$ cat src/rtl/flush_bit_array.sv
// flush_bit_array: DEPTH x WIDTH flag storage with flash clear and
// a masked scan engine that reports and optionally clears set entries.
module flush_bit_array #(
   parameter int WIDTH = 1,
   parameter int DEPTH = 8,
   parameter int IDXW  = $clog2(DEPTH)
) (
   input  logic            clk,
   input  logic            reset,
   input  logic            write,
   input  logic [IDXW-1:0]  index,
   input  logic [WIDTH-1:0] datain,
   output logic [WIDTH-1:0] dataout,
   input  logic            clear_all,
   input  logic            scan_start,
   input  logic [WIDTH-1:0] scan_mask,
   input  logic            scan_ready,
   input  logic            scan_clear,
   output logic            scan_busy,
   output logic            scan_valid,
   output logic [IDXW-1:0]  scan_index,
   output logic [WIDTH-1:0] scan_data,
   output logic            scan_done
);

   typedef enum logic [1:0] {
      IDLE,
      SEARCH,
      REPORT,
      DONE
   } state_e;

   state_e state_q, state_d;

   logic [IDXW-1:0]  ptr_q, ptr_d;
   logic [WIDTH-1:0] mask_q, mask_d;

   logic [DEPTH-1:0][WIDTH-1:0] mem_q, mem_d;

   logic hit;
   logic last;
   logic hs;

   assign hit  = |(mem_q[ptr_q] & mask_q);
   assign last = (ptr_q == IDXW'(DEPTH - 1));
   assign hs   = (state_q == REPORT) && scan_ready;

   assign dataout    = mem_q[index];
   assign scan_data  = mem_q[ptr_q];
   assign scan_index = ptr_q;
   assign scan_busy  = (state_q != IDLE);
   assign scan_valid = (state_q == REPORT);
   assign scan_done  = (state_q == DONE);

   // Scan sequencing: walk entries, stop on hits, one-cycle DONE.
   always_comb begin
      state_d = state_q;
      ptr_d   = ptr_q;
      mask_d  = mask_q;
      unique case (state_q)
         IDLE: begin
            ptr_d = '0;
            if (scan_start) begin
               mask_d  = scan_mask;
               state_d = SEARCH;
            end
         end
         SEARCH: begin
            if (hit) begin
               state_d = REPORT;
            end else if (last) begin
               state_d = DONE;
            end else begin
               ptr_d = ptr_q + IDXW'(1);
            end
         end
         REPORT: begin
            if (scan_ready) begin
               if (last) begin
                  state_d = DONE;
               end else begin
                  ptr_d   = ptr_q + IDXW'(1);
                  state_d = SEARCH;
               end
            end
         end
         DONE: begin
            ptr_d   = '0;
            state_d = IDLE;
         end
         default: begin
            ptr_d   = '0;
            state_d = IDLE;
         end
      endcase
   end

   // Storage update: flash clear beats write, write beats scan clear.
   always_comb begin
      mem_d = mem_q;
      if (clear_all) begin
         mem_d = '0;
      end else begin
         if (hs && scan_clear) begin
            mem_d[ptr_q] = mem_q[ptr_q] & ~mask_q;
         end
         if (write) begin
            mem_d[index] = datain;
         end
      end
   end

   // State, pointer, mask and storage registers with sync reset.
   always_ff @(posedge clk) begin
      if (reset) begin
         state_q <= IDLE;
         ptr_q   <= '0;
         mask_q  <= '0;
         mem_q   <= '0;
      end else begin
         state_q <= state_d;
         ptr_q   <= ptr_d;
         mask_q  <= mask_d;
         mem_q   <= mem_d;
      end
   end

endmodule

$ cat config.mk
export PLATFORM = sky130hd
export DESIGN_NAME = flush_bit_array
export DESIGN_NICKNAME = d
export VERILOG_FILES = /design/src/rtl/flush_bit_array.sv
export SDC_FILE = /design/constraint.sdc
export NUM_CORES = 1
export LEC_CHECK = 0
export CORE_UTILIZATION = 35
export CTS_CLUSTER_DIAMETER = 150
export DETAILED_ROUTE_END_ITERATION = 12
export PLACE_DENSITY = 0.64
export SLEW_MARGIN = 20
export SYNTH_ARGS = -nofsm -noshare
export SYNTH_HDL_FRONTEND = slang
export SYNTH_SLANG_ARGS = --single-unit
$ cat constraint.sdc
create_clock -name clk -period 2.57 [get_ports clk]
set_input_delay 0.514 -clock clk [delete_from_list [all_inputs] [get_ports clk]]
set_output_delay 0.514 -clock clk [all_outputs]
set_load 0.005 [all_outputs]
==> reports/qor.csv <==
stage;metric;value;unit
worst_setup_path;Worst EP arrival;2.02;ns
clocking;postcts setup bufs;0;
synthesis;Mean Syn Cell Area;7.988;µm²
synthesis;FF+latch count, synth;14;
worst_setup_path;slowest stage cell, crit path;mux4_2;
floorplanning;Initial Util;0.3640;
power_and_ir_drop;worst vdd ir;167.5;µV
worst_setup_path;CP max FO;3;
placement;DP HPWL;2197;µm
synthesis;Post-synth EDFFs;0;
power_and_ir_drop;power per cell area;516.7;nW/µm²
drt;detailed-route wire length;2909;µm
drt;Post-route DRC;0;
drt;vias after detailed routing;1151;
finish;commonest non-fill, non-tap cell in the layout;clkdlybuf4s50_1;
floorplanning;Die H;58.12;µm
clocking;CTS tree;yes;
drt;via/cell ratio;5.670;
worst_setup_path;critical path cell sequence;clkdlybuf4s15_1 > mux4_2 > mux2_2 > clkdlybuf4s50_1;
finish;Layout area overhead;25.08;%
worst_setup_path;crit end category;output pin;
drt;1st-iter DRT viols;57;
run_status;outcome;finished, final reports clean;
synthesis;Post-Syn Area;1102;µm²
placement;IO Port Bufs;19;
finish;Nets;180;
worst_setup_path;combined buffer and inverter count along the critical path;2;
clocking;H-tree levels;1;
clocking;Max clock buf depth;2;
synthesis;Ys Warns;0;
clocking;worst skew pair latency;0.29;ns
synthesis;Synth Flop Type;dfxtp_1;
placement;placed cell areas;1358;µm²
synthesis;asr flop ratio synth;0;
finish;n_diodes;0;
power_and_ir_drop;total power draw;0.7124;mW
timing;Worst Max-Slew Pin Slew;0.6495;ns
timing;Final Cycle Share;0.9849;
grt;first-pass GRT wire length;4823;µm
finish;most frequent cells in the layout;clkdlybuf4s50_1 (17), o21ai_0 (16), a21oi_1 (14), dfxtp_1 (14);
power_and_ir_drop;Pleak;0.4896;nW
timing;Slew headroom;0.5640;
floorplanning;# IOs;20;
timing;Final TNS setup;0;ns
worst_hold_path;worst hold-check path type;flop to flop;
placement;GPL Wtd Cong;0.8638;
clocking;clk slew on worst S/H paths;0.09;ns
synthesis;Post-Syn Nets;157;
grt;gr ovfl total;0;
worst_setup_path;CP required;2.06;ns
worst_setup_path;Crit path largest cell delay;0.52;ns
worst_setup_path;Critical Path Source Type;input pin;
synthesis;Synth Instances;138;
floorplanning;row count;20;
drt;DRT Pass-1 Iters;5;
timing;Clock Skews;0.003565;ns
placement;dpl cells;200;
timing;RSZ-0062 raised after global routing;no;
worst_setup_path;crit-path leading delay family;multiplexers;
grt;vias in the first global route;1144;
clocking;Sink Count;14;
clocking;CTS Root Cell;clkbuf_4;
drt;WL/cell;14.33;µm
floorplanning;area of the die;3378;µm²
grt;GRT Total Usage;0.1821;
finish;post-route cell area;1379;µm²
grt;initial antenna violation count;0;
floorplanning;die width;58.12;µm
timing;Max Freq;0.3951;GHz
drt;Routed Antenna Nets;0;
finish;final non-filler cell total;203;
timing;Final Hold Viols;0;
finish;share of cells above drive strength 1;0.1006;
timing;min cycle time layout;2.531;ns
flow_run;total of max-cap violations;0;
timing;count of pins over their slew limit;0;
floorplanning;floorplan core area;3028;µm²
timing;final-report setup violation count;0;
synthesis;post-synthesis sequential area ratio;0.2543;
worst_setup_path;kind of critical path;input pin to output pin;
synthesis;Netlist cell types;39;
grt;largest net degree at the start of global routing;14;
clocking;TritonCTS buffer count;3;
-- flip-flops by register name, indices dropped and copies added, names as in the netlist --
name        flops
mask_q          1
scan_index      3
state_q         2
mem_q           8
-- where the power goes --
group / internal [mW] / switching, mW / total (mW) / leakage [nW]
Combinational: 0.150 / 0.161 / 0.311 / 0.362
Sequential: 0.238 / 0.0322 / 0.270 / 0.114
Clock: 0.0545 / 0.0763 / 0.131 / 0.0138
Total: 0.443 / 0.270 / 0.712 / 0.490
-- metal layers --
metal	GRT usage	routed length [µm]	vias to the layer above
li1	-	-	563
met1	0.2333	1276	537
met2	0.3038	1408	45
met3	0.01786	181	6
met4	0.09184	44	0
met5	0	0	-
-- worst paths after layout --
check                              startpoint       endpoint  slack (ns)  cells after the start
worst max-delay path                 index[1]        dataout        0.04                      4
worst min-delay path               state_q[0]     state_q[0]        0.59                      2
worst max register to register  scan_index[1]  scan_index[0]        0.58                      5
worst min register to register     state_q[0]     state_q[0]        0.59                      2
-- worst register-to-register path: stages (launching register included) --
cell and delay, ns:
dfxtp_1 0.46, mux2_2 0.38, a32oi_2 0.19, a311oi_1 0.22, or4b_1 0.55, a21oi_1 0.13
-- final cells by class --
type,instances,area [µm²]
clock buffers,3,22.52
inverters,8,30.03
fillers,303,1649
multi-input cells,110,764.5
well taps,44,55.05
repair buffers,24,226.5
flip-flops and latches,14,280.3
-- logic make-up (layout without fill, tap and decap cells) --
| logic type | after synthesis | after routing | share of synthesized area |
|---|---|---|---|
| flops | 14 | 14 | 0.2543 |
| mux | 5 | 5 | 0.07491 |
| fa+ha+maj | 7 | 7 | 0.07945 |
| compound gates | 55 | 55 | 0.3212 |
| buf+inv | 14 | 35 | 0.05221 |
| simple gates | 43 | 43 | 0.2180 |
-- synth_stat cells, types with 2 or more instances --
cell | n | area, µm²
nor3_1 | 8 | 40.04
clkbuf_1 | 3 | 11.26
o31ai_1 | 2 | 15.01
o21ai_1 | 2 | 10.01
nand2_1 | 5 | 18.77
nand3_1 | 2 | 10.01
nor2_1 | 7 | 26.28
a311oi_1 | 3 | 26.28
nand2b_1 | 6 | 37.54
o21ai_0 | 16 | 80.08
a31oi_1 | 2 | 12.51
o211ai_1 | 2 | 15.01
or3_1 | 3 | 18.77
a211oi_1 | 6 | 45.04
mux4_2 | 2 | 45.04
ha_1 | 7 | 87.58
dfxtp_1 | 14 | 280.3
mux2_2 | 2 | 22.52
o211a_1 | 2 | 20.02
a21oi_1 | 14 | 70.07
nor2b_1 | 5 | 31.28
inv_1 | 8 | 30.03
-- metrics by stage --
stage	hold slack [ns]	utilization	setup slack (ns)
5_1_grt	0.6106	0.4554	0.002568
3_5_place_dp	0.5753	0.4483	-0.2598
3_3_place_gp	0.5669	0.4483	-0.2513
2_1_floorplan	0.5196	-	0.4736
6_report	0.5940	0.4554	0.03892
4_1_cts	0.5885	0.4550	0.004002
-- timing repair --
action | 4_1_cts | 5_1_grt
pin swaps | 0 | 0
hold endpoints to repair | 0 | 0
endpoints found under the setup margin | 1 | 1
gates resized for setup | 2 | 1
hold buffers | 0 | 0
Power figures use the tool's default switching activity.
